==> config.mk <==
export PLATFORM = sky130hd
export DESIGN_NAME = lsu
export DESIGN_NICKNAME = d
export VERILOG_FILES = /design/src/rtl/lsu_pkg.sv /design/src/rtl/lsu_ext.sv /design/src/rtl/lsu.sv
export SDC_FILE = /design/constraint.sdc
export NUM_CORES = 1
export LEC_CHECK = 0
export BUFFER_PORTS_ARGS = -buffer_cell sky130_fd_sc_hd__buf_2
export CORE_ASPECT_RATIO = 1.25
export CORE_MARGIN = 2
export CORE_UTILIZATION = 45
export DETAILED_ROUTE_END_ITERATION = 8
export HOLD_SLACK_MARGIN = 0.06
export PLACE_DENSITY = 0.73
export SLEW_MARGIN = 5
export SYNTH_ARGS = -nofsm -noshare
export SYNTH_HDL_FRONTEND = slang
export SYNTH_SLANG_ARGS = --single-unit
==> constraint.sdc <==
create_clock -name clk_i -period 2.06 [get_ports clk_i]
set_clock_uncertainty 0.2 [all_clocks]
set_input_delay 0.103 -clock clk_i [delete_from_list [all_inputs] [get_ports clk_i]]
set_output_delay 0.103 -clock clk_i [all_outputs]
set_load 0.1 [all_outputs]
==> src/rtl/lsu_pkg.sv <==
// Shared types and helpers for the hxd32 load/store unit.
package lsu_op_enum;

  localparam int XLEN = 32;

  typedef enum logic [1:0] {
    LSU_SIZE_B = 2'd0,
    LSU_SIZE_H = 2'd1,
    LSU_SIZE_W = 2'd2
  } lsu_size_t;

  typedef enum logic [1:0] {
    LSU_IDLE,
    LSU_REQ,
    LSU_WAIT
  } lsu_state_t;

  // Rejects halves on odd addresses, words off a word boundary, and size 3.
  function automatic logic lsu_misaligned(input logic [1:0] size, input logic [1:0] off);
    case (size)
      LSU_SIZE_B: lsu_misaligned = 1'b0;
      LSU_SIZE_H: lsu_misaligned = off[0];
      LSU_SIZE_W: lsu_misaligned = (off != 2'b00);
      default:    lsu_misaligned = 1'b1;
    endcase
  endfunction

  // Byte enables for an aligned access.
  function automatic logic [3:0] lsu_be(input logic [1:0] size, input logic [1:0] off);
    case (size)
      LSU_SIZE_B: lsu_be = 4'b0001 << off;
      LSU_SIZE_H: lsu_be = 4'b0011 << off;
      default:    lsu_be = 4'b1111;
    endcase
  endfunction

  // Store data replicated across lanes so the byte enables pick the right copy.
  function automatic logic [31:0] lsu_wdata(input logic [1:0] size, input logic [31:0] wd);
    case (size)
      LSU_SIZE_B: lsu_wdata = {4{wd[7:0]}};
      LSU_SIZE_H: lsu_wdata = {2{wd[15:0]}};
      default:    lsu_wdata = wd;
    endcase
  endfunction

endpackage

==> src/rtl/lsu_ext.sv <==
// Load data extraction: selects the addressed lane and sign/zero-extends it.
module lsu_ext
  import lsu_op_enum::*;
(
  input  logic [1:0]  size,
  input  logic        is_unsigned,
  input  logic [1:0]  off,
  input  logic [31:0] word,
  output logic [31:0] data
);

  logic [7:0]  b;
  logic [15:0] h;

  // Lane select and extension; words pass through unchanged.
  always_comb begin
    b    = word[{off, 3'b000} +: 8];
    h    = off[1] ? word[31:16] : word[15:0];
    data = word;
    case (size)
      LSU_SIZE_B: data = {{24{~is_unsigned & b[7]}}, b};
      LSU_SIZE_H: data = {{16{~is_unsigned & h[15]}}, h};
      default:    data = word;
    endcase
  end

endmodule

==> src/rtl/lsu.sv <==
// hxd32 load/store unit: runs one data-bus transaction per accepted op and
// stalls the pipeline until it completes.
module lsu
  import lsu_op_enum::*;
#(
  parameter int XLEN = 32
) (
  input  logic              clk_i,
  input  logic              rst_i,
  input  logic              lsu_req_i,
  input  logic              lsu_we_i,
  input  logic [1:0]        lsu_size_i,
  input  logic              lsu_unsigned_i,
  input  logic [XLEN-1:0]   lsu_addr_i,
  input  logic [XLEN-1:0]   lsu_wr_data_i,
  output logic              lsu_busy_o,
  output logic              lsu_done_o,
  output logic [XLEN-1:0]   lsu_rd_data_o,
  output logic              lsu_misalign_o,
  output logic              dbus_req_o,
  output logic              dbus_we_o,
  output logic [XLEN-1:0]   dbus_addr_o,
  output logic [XLEN/8-1:0] dbus_be_o,
  output logic [XLEN-1:0]   dbus_wr_data_o,
  input  logic              dbus_gnt_i,
  input  logic              dbus_rvalid_i,
  input  logic [XLEN-1:0]   dbus_rd_data_i
);

  lsu_state_t  state;
  logic [1:0]  size_q;
  logic        uns_q;
  logic [1:0]  off_q;
  logic [31:0] ext_data;

  // Extraction uses only registered op fields, so the response word reaches
  // lsu_rd_data_o through a flop and never combinationally.
  lsu_ext u_ext (
    .size        (size_q),
    .is_unsigned (uns_q),
    .off         (off_q),
    .word        (dbus_rd_data_i),
    .data        (ext_data)
  );

  assign lsu_busy_o = (state != LSU_IDLE);

  // Transaction FSM with registered bus and result outputs.
  always_ff @(posedge clk_i) begin
    if (rst_i) begin
      state          <= LSU_IDLE;
      size_q         <= 2'd0;
      uns_q          <= 1'b0;
      off_q          <= 2'd0;
      dbus_req_o     <= 1'b0;
      dbus_we_o      <= 1'b0;
      dbus_addr_o    <= '0;
      dbus_be_o      <= '0;
      dbus_wr_data_o <= '0;
      lsu_done_o     <= 1'b0;
      lsu_misalign_o <= 1'b0;
      lsu_rd_data_o  <= '0;
    end else begin
      lsu_done_o     <= 1'b0;
      lsu_misalign_o <= 1'b0;
      case (state)
        LSU_IDLE: begin
          if (lsu_req_i) begin
            if (lsu_misaligned(lsu_size_i, lsu_addr_i[1:0])) begin
              lsu_misalign_o <= 1'b1;
            end else begin
              size_q         <= lsu_size_i;
              uns_q          <= lsu_unsigned_i;
              off_q          <= lsu_addr_i[1:0];
              dbus_req_o     <= 1'b1;
              dbus_we_o      <= lsu_we_i;
              dbus_addr_o    <= {lsu_addr_i[XLEN-1:2], 2'b00};
              dbus_be_o      <= lsu_be(lsu_size_i, lsu_addr_i[1:0]);
              dbus_wr_data_o <= lsu_wdata(lsu_size_i, lsu_wr_data_i);
              state          <= LSU_REQ;
            end
          end
        end
        LSU_REQ: begin
          if (dbus_gnt_i) begin
            dbus_req_o <= 1'b0;
            if (dbus_we_o) begin
              lsu_done_o <= 1'b1;
              state      <= LSU_IDLE;
            end else begin
              state <= LSU_WAIT;
            end
          end
        end
        LSU_WAIT: begin
          if (dbus_rvalid_i) begin
            lsu_rd_data_o <= ext_data;
            lsu_done_o    <= 1'b1;
            state         <= LSU_IDLE;
          end
        end
        default: state <= LSU_IDLE;
      endcase
    end
  end

endmodule

# --- After elaboration in Yosys (flattened, before gate mapping) ---
# Cells that the tools add are included.
word_totals:
  output_inout_bits: 105
  inputBits: 105
  elab_cells: 64
  ff_bits: 109
op_classes:
  bitwise: 6
  eq_ne: 9
  shift: 3
  reduce_logical: 11
  mux: 23
op_table:
  columns: ["cell", "n"]
  rows:
  - ["32-bit one-hot mux with 2 select lines", 2]
  - ["32-bit by 6-bit variable part select with 8-bit output", 1]
  - ["16-bit two-way mux", 1]
  - ["1-bit two-way mux", 10]
  - ["2-bit two-way mux", 5]
  - ["2-bit != test (second input constant)", 4]
  - ["4-bit one-hot mux with 2 select lines", 1]
  - ["4-bit AND reduction", 2]
  - ["2-bit by 1-bit equality test with 1-bit output (second input constant)", 3]
  - ["2-bit logical NOT", 3]
  - ["2-bit one-hot mux with 3 select lines", 1]
  - ["2-bit nonzero test", 3]
  - ["2-bit equality test (second input constant)", 2]
  - ["1-bit inverter", 4]
  - ["1-bit one-hot mux with 2 select lines", 2]
  - ["1-bit by 2-bit left shift with 4-bit output (first input constant)", 1]
  - ["2-bit by 2-bit left shift with 4-bit output (first input constant)", 1]
  - ["1-bit one-hot mux with 3 select lines", 1]
  - ["3-bit AND reduction", 1]
  - ["3-bit OR reduction", 1]
  - ["1-bit bitwise AND", 2]
  - ["2-bit AND reduction", 1]

# --- Longest topological paths before layout ---
logic_depth:
  word_depth: 8
  mapped_depth: 8
  mapped_depth_nobuf: 6

# --- By module ---
# Synthesis repeated with hierarchy kept, for this count alone.
hier_totals:
  cells_unflattened: 653
  hier_area_um2: 4973.5
modules_own_cells:
  columns: ["mod", "area_each_um2", "n_inst", "cells_per_inst", "seq_area_each_um2"]
  rows:
  - ["lsu", 4275.4, 1, 521, 2182.1]
  - ["lsu_ext", 698.2, 1, 132, 0.0]

# --- Least setup slack after synthesis ---
# Ideal clock, no wire load.
synth_path:
  path_kind: "reg-to-reg"
  start: "register state[0]"
  end: "register state[0]"
  arrival_time_ns: 1.855
  path_stages_with_launch: 7
  setup_ns: 0.072
  path_buffers: 0
  t_required_ns: 1.788
  slack_ns: -0.067
  period_less_slack_ns: 2.127
  path_cell_list: "dfxtp_1 > inv_1 > ha_1 > inv_1 > a211oi_1 > nor3_1 > mux2i_1"
synth_between:
  elab_chain_len: 3
  word_cells_on_any_way: 9
  cone_classes: "6 x eq/ne; 1 x mux; 2 x reduce/logical"
synth_lines:
  columns: ["item", "line_no", "source"]
  rows:
  - ["from (decl)", "lsu.sv:30", "lsu_state_t state;"]
  - ["from (signal assigned)", "lsu.sv:51", "state <= LSU_IDLE;"]
  - ["from (signal assigned)", "lsu.sv:80", "state <= LSU_REQ;"]
  - ["from (signal assigned)", "lsu.sv:89", "state <= LSU_IDLE;"]
  - ["2-bit equality test, or another cell as far along", "lsu.sv:66", "case (state)"]
  - ["2-bit != test (no source line)", null, null]
  - ["4-bit AND reduction (no source line)", null, null]
# Several ways; a longest one is shown, not always the timed one.
# A chain may end at the register's enable or synchronous reset.

# --- Final worst setup path ---
layout_path:
  start: "input lsu_size_i[1]"
  end: "register dbus_wr_data_o[26]"
layout_between:
  elab_chain_len: 7
  word_cells_on_any_way: 10
  cone_classes: "2 x eq/ne; 5 x mux; 1 x bitwise; 2 x reduce/logical"
layout_lines:
  columns: ["item", "line_no", "source"]
  rows:
  - ["from (decl)", "lsu.sv:12", "input logic [1:0] lsu_size_i,"]
  - ["2-bit equality test, or another cell as far along", "lsu_pkg.sv:20", "case (size)"]
  - ["1-bit one-hot mux with 3 select lines", "lsu_pkg.sv:20", null]
  - ["1-bit two-way mux", "lsu.sv:68", "if (lsu_req_i) begin"]
  - ["1-bit two-way mux", "lsu.sv:66", null]
  - ["1-bit two-way mux", "lsu.sv:50", "if (rst_i) begin"]
  - ["1-bit inverter (no source line)", null, null]
  - ["3-bit AND reduction (no source line)", null, null]
  - ["to (signal assigned)", "lsu.sv:79", "dbus_wr_data_o <= lsu_wdata(lsu_size_i, lsu_wr_data_i);"]
  - ["to (decl)", "lsu.sv:24", "output logic [XLEN-1:0] dbus_wr_data_o,"]
# Several ways; a longest one is shown, not always the timed one. The select of a mux whose other input is x is not followed.

==> flow_metrics.tcl <==
set metrics [dict create \
    cts_root_buf "clkbuf_16" \
    grt_max_degree 37 \
    vdd_ir_drop_max_mv 0.684 \
    drc 0 \
    min_path_cells 3 \
    ys_ff_latch 109 \
    grt_usage 0.261 \
    synth_flop_cell "dfxtp_1" \
    timing.hold.ws_ps 67.5 \
    wl_per_cell_um 15.7 \
    postLayoutSetupSlackWorst_ps 140 \
    placed_area_um2 6040 \
    synth_edf_count 0 \
    synth_area_leader_cell "dfxtp_1" \
    setup_tns_ps 0 \
    synthTopCellsByArea "dfxtp_1, nand2_1, a21oi_1" \
    drive_above_1_share 0.291 \
    vias 5378 \
    cts_resized 0 \
    cts_max_level 3 \
    startpoint_type "input pin" \
    synthAdderAreaFrac 0.0103 \
    antenna_cells 0 \
    syn-instance-count 595 \
    post-route-cell-area_um2 7350 \
    final_util 0.696 \
    drt_first_pass_iters 7 \
    crit_fanout 20 \
    ff2ff_setup_slack_ps 190 \
    synth-xor-area-share 0 \
    worstPathArrival_ps 1940 \
    worstSetupEndpointType "flop" \
    core_um2 10600 \
    total_power_mw 6.94 \
    die_area_um2 11700 \
    syn_to_final_growth_pct 51.0 \
    vias_per_cell 5.26 \
    synth_area_um2 4870 \
    post-route-period-util 0.932 \
    io_pins 210 \
    die_h_um 120 \
    cts.clk_slew.worst_paths_ps 70 \
    fp.dieW_um 97.0 \
    setup_violations 0 \
    cts_buffer_depth 2 \
    criticalPathCategory "input pin to flop" \
    grt.overflow.total 0 \
    final_cells 1022 \
    yosysWarnings 0 \
    fin_nets 995 \
    yosys.area_share.simple 0.197 \
    fp-row-count 42 \
    grt_pass1_wl_um 25100 \
    p_per_area_nw_per_um2 944 \
    io_buffers 207 \
    reg2reg_depth 7 \
    gp_congestion 0.889 \
    min_path_type "input pin to flop" \
    avgSynthCellArea_um2 8.18 \
    drtIter0Drc 312 \
    synth-compound-area-share 0.221 \
    synth_top_family_by_area "compound AO/OA/AOI/OAI gates" \
    final_max_slew_viol_count 0 \
    dp_slack_ps 171 \
    status "finished, final reports clean" \
    insertion_delay_ps 340 \
    min_to "lsu_rd_data_o[7]$_SDFFE_PP0P_" \
    critical_path_required_ps 2080 \
    routed_wl_um 16000 \
    cts_tree "built" \
    cellLeakagePower_nw 3.21 \
    seq_area_frac_synth 0.448 \
    dpl.hpwl_um 10500 \
    postCtsSetupRepairBufs 0 \
    antenna_found_initial 0 \
    holdCritStartpoint "dbus_rd_data_i[7]" \
    r2r-start "state[0]$_SDFFE_PP0P_" \
    rsz0062_at_grt "false" \
    grt_pass1_vias 5213 \
    relSlewSlack 0.631 \
    dp.cells 904 \
    cap_viol_max_count 0 \
    r2r_end "dbus_wr_data_o[11]$_SDFFE_PP0P_" \
    cts_inserted_buffers 9 \
    worst_pin_slew_ps 551 \
    synth.mux.area_fraction 0.0602 \
    ant_nets 0 \
    netlist.area_leader.share 0.448 \
    start_util 0.461 \
    hold_violations 0 \
    max_freq_ghz 0.521 \
    ys_async_sr_fraction 0 \
    numClockSinks 109 \
    fin_crit_ps 1920 \
    synth_cell_types 41 \
]
## worst max path at each step
stage                          startpoint                              end  slack [ps]  cells past startpoint
detailed placement  state[0]$_SDFFE_PP0P_  dbus_wr_data_o[10]$_SDFFE_PP0P_         170                      7
global route                lsu_addr_i[1]   dbus_wr_data_o[9]$_SDFFE_PP0P_          10                      7
CTS                         lsu_addr_i[1]  dbus_wr_data_o[10]$_SDFFE_PP0P_         160                      7
global placement    state[0]$_SDFFE_PP0P_  dbus_wr_data_o[13]$_SDFFE_PP0P_         270                      7
floorplan           state[0]$_SDFFE_PP0P_            state[1]$_SDFFE_PP0P_          20                      6
finish                      lsu_size_i[1]  dbus_wr_data_o[26]$_SDFFE_PP0P_         140                      6
## metal layers
metal / wire [um] / track usage / vias to the layer above
li1: - / - / 2626
met1: 6360 / 0.303 / 2444
met2: 8000 / 0.461 / 251
met3: 1080 / 0.0555 / 57
met4: 597 / 0.121 / 0
met5: 0 / 0 / -
## worst max-delay path: stages
cell and delay, ps:
dlygate4sd3_1 530, buf_2 130, buf_4 260, clkinv_1 450, o211ai_1 350, a21oi_1 100
## power by group
part / leakage [nW] / internal (mW) / total (mW) / switching [mW]
combinational: 2.19 / 0.711 / 2.89 / 2.18
clock: 0.135 / 0.881 / 1.62 / 0.738
sequential: 0.887 / 2.31 / 2.43 / 0.119
## cells in the mapped netlist, drive strengths merged, types with 3 or more instances
cell,instances
nand3b,8
a311oi,11
dfxtp,109
o211ai,8
o31ai,8
o22ai,7
ha,4
mux2i,27
o21ba,3
clkbuf,20
o21ai,10
nand2,147
a21oi,73
nor3,3
nor2,51
or3,9
a211oi,27
buf,30
a221o,7
inv,13
nand2b,4
## state kept, by name, summed over array words and instances, names as in the netlist, 2 cells and up
signal and count:
dbus_wr_data_o 32, lsu_rd_data_o 32, dbus_addr_o 30, dbus_be_o 4, off_q 2, size_q 2
state 2
## repair_timing
item | 4_1_cts | 5_1_grt
endpoints found under the hold margin | 109 | 0
endpoints found under the setup margin | 0 | 0
hold buffers | 103 | 0
## kinds of logic after synthesis
family,count (synthesis)
compound gates,159
fa+ha+maj,4
buf+inv,64
flops,109
mux,28
other cells,1
simple gates,230
## cell usage in the layout, fill, tap and decap left out, types with 4 or more instances in the layout
master / count
o31ai_1: 8
a311oi_1: 11
ha_1: 4
nand2_1: 147
buf_4: 16
a21oi_1: 71
dlygate4sd3_1: 103
dfxtp_1: 109
buf_2: 206
or3_1: 9
a211oi_1: 17
buf_12: 4
o21ai_0: 10
a211oi_2: 10
inv_1: 12
o22ai_1: 7
mux2i_1: 27
a221o_1: 7
o211ai_1: 8
clkbuf_16: 9
nand3b_1: 8
nand2b_1: 4
nor2_1: 51
## final cells by class
class / instances / area, um^2
clock inverter: 3 / 21.3
inverter: 14 / 56.3
fill: 793 / 3220
sequential: 109 / 2180
multi-input combinational: 423 / 2400
tap: 132 / 165
clock buffer: 12 / 256
timing repair buffer: 329 / 2260
Power figures use the tool's default switching activity.
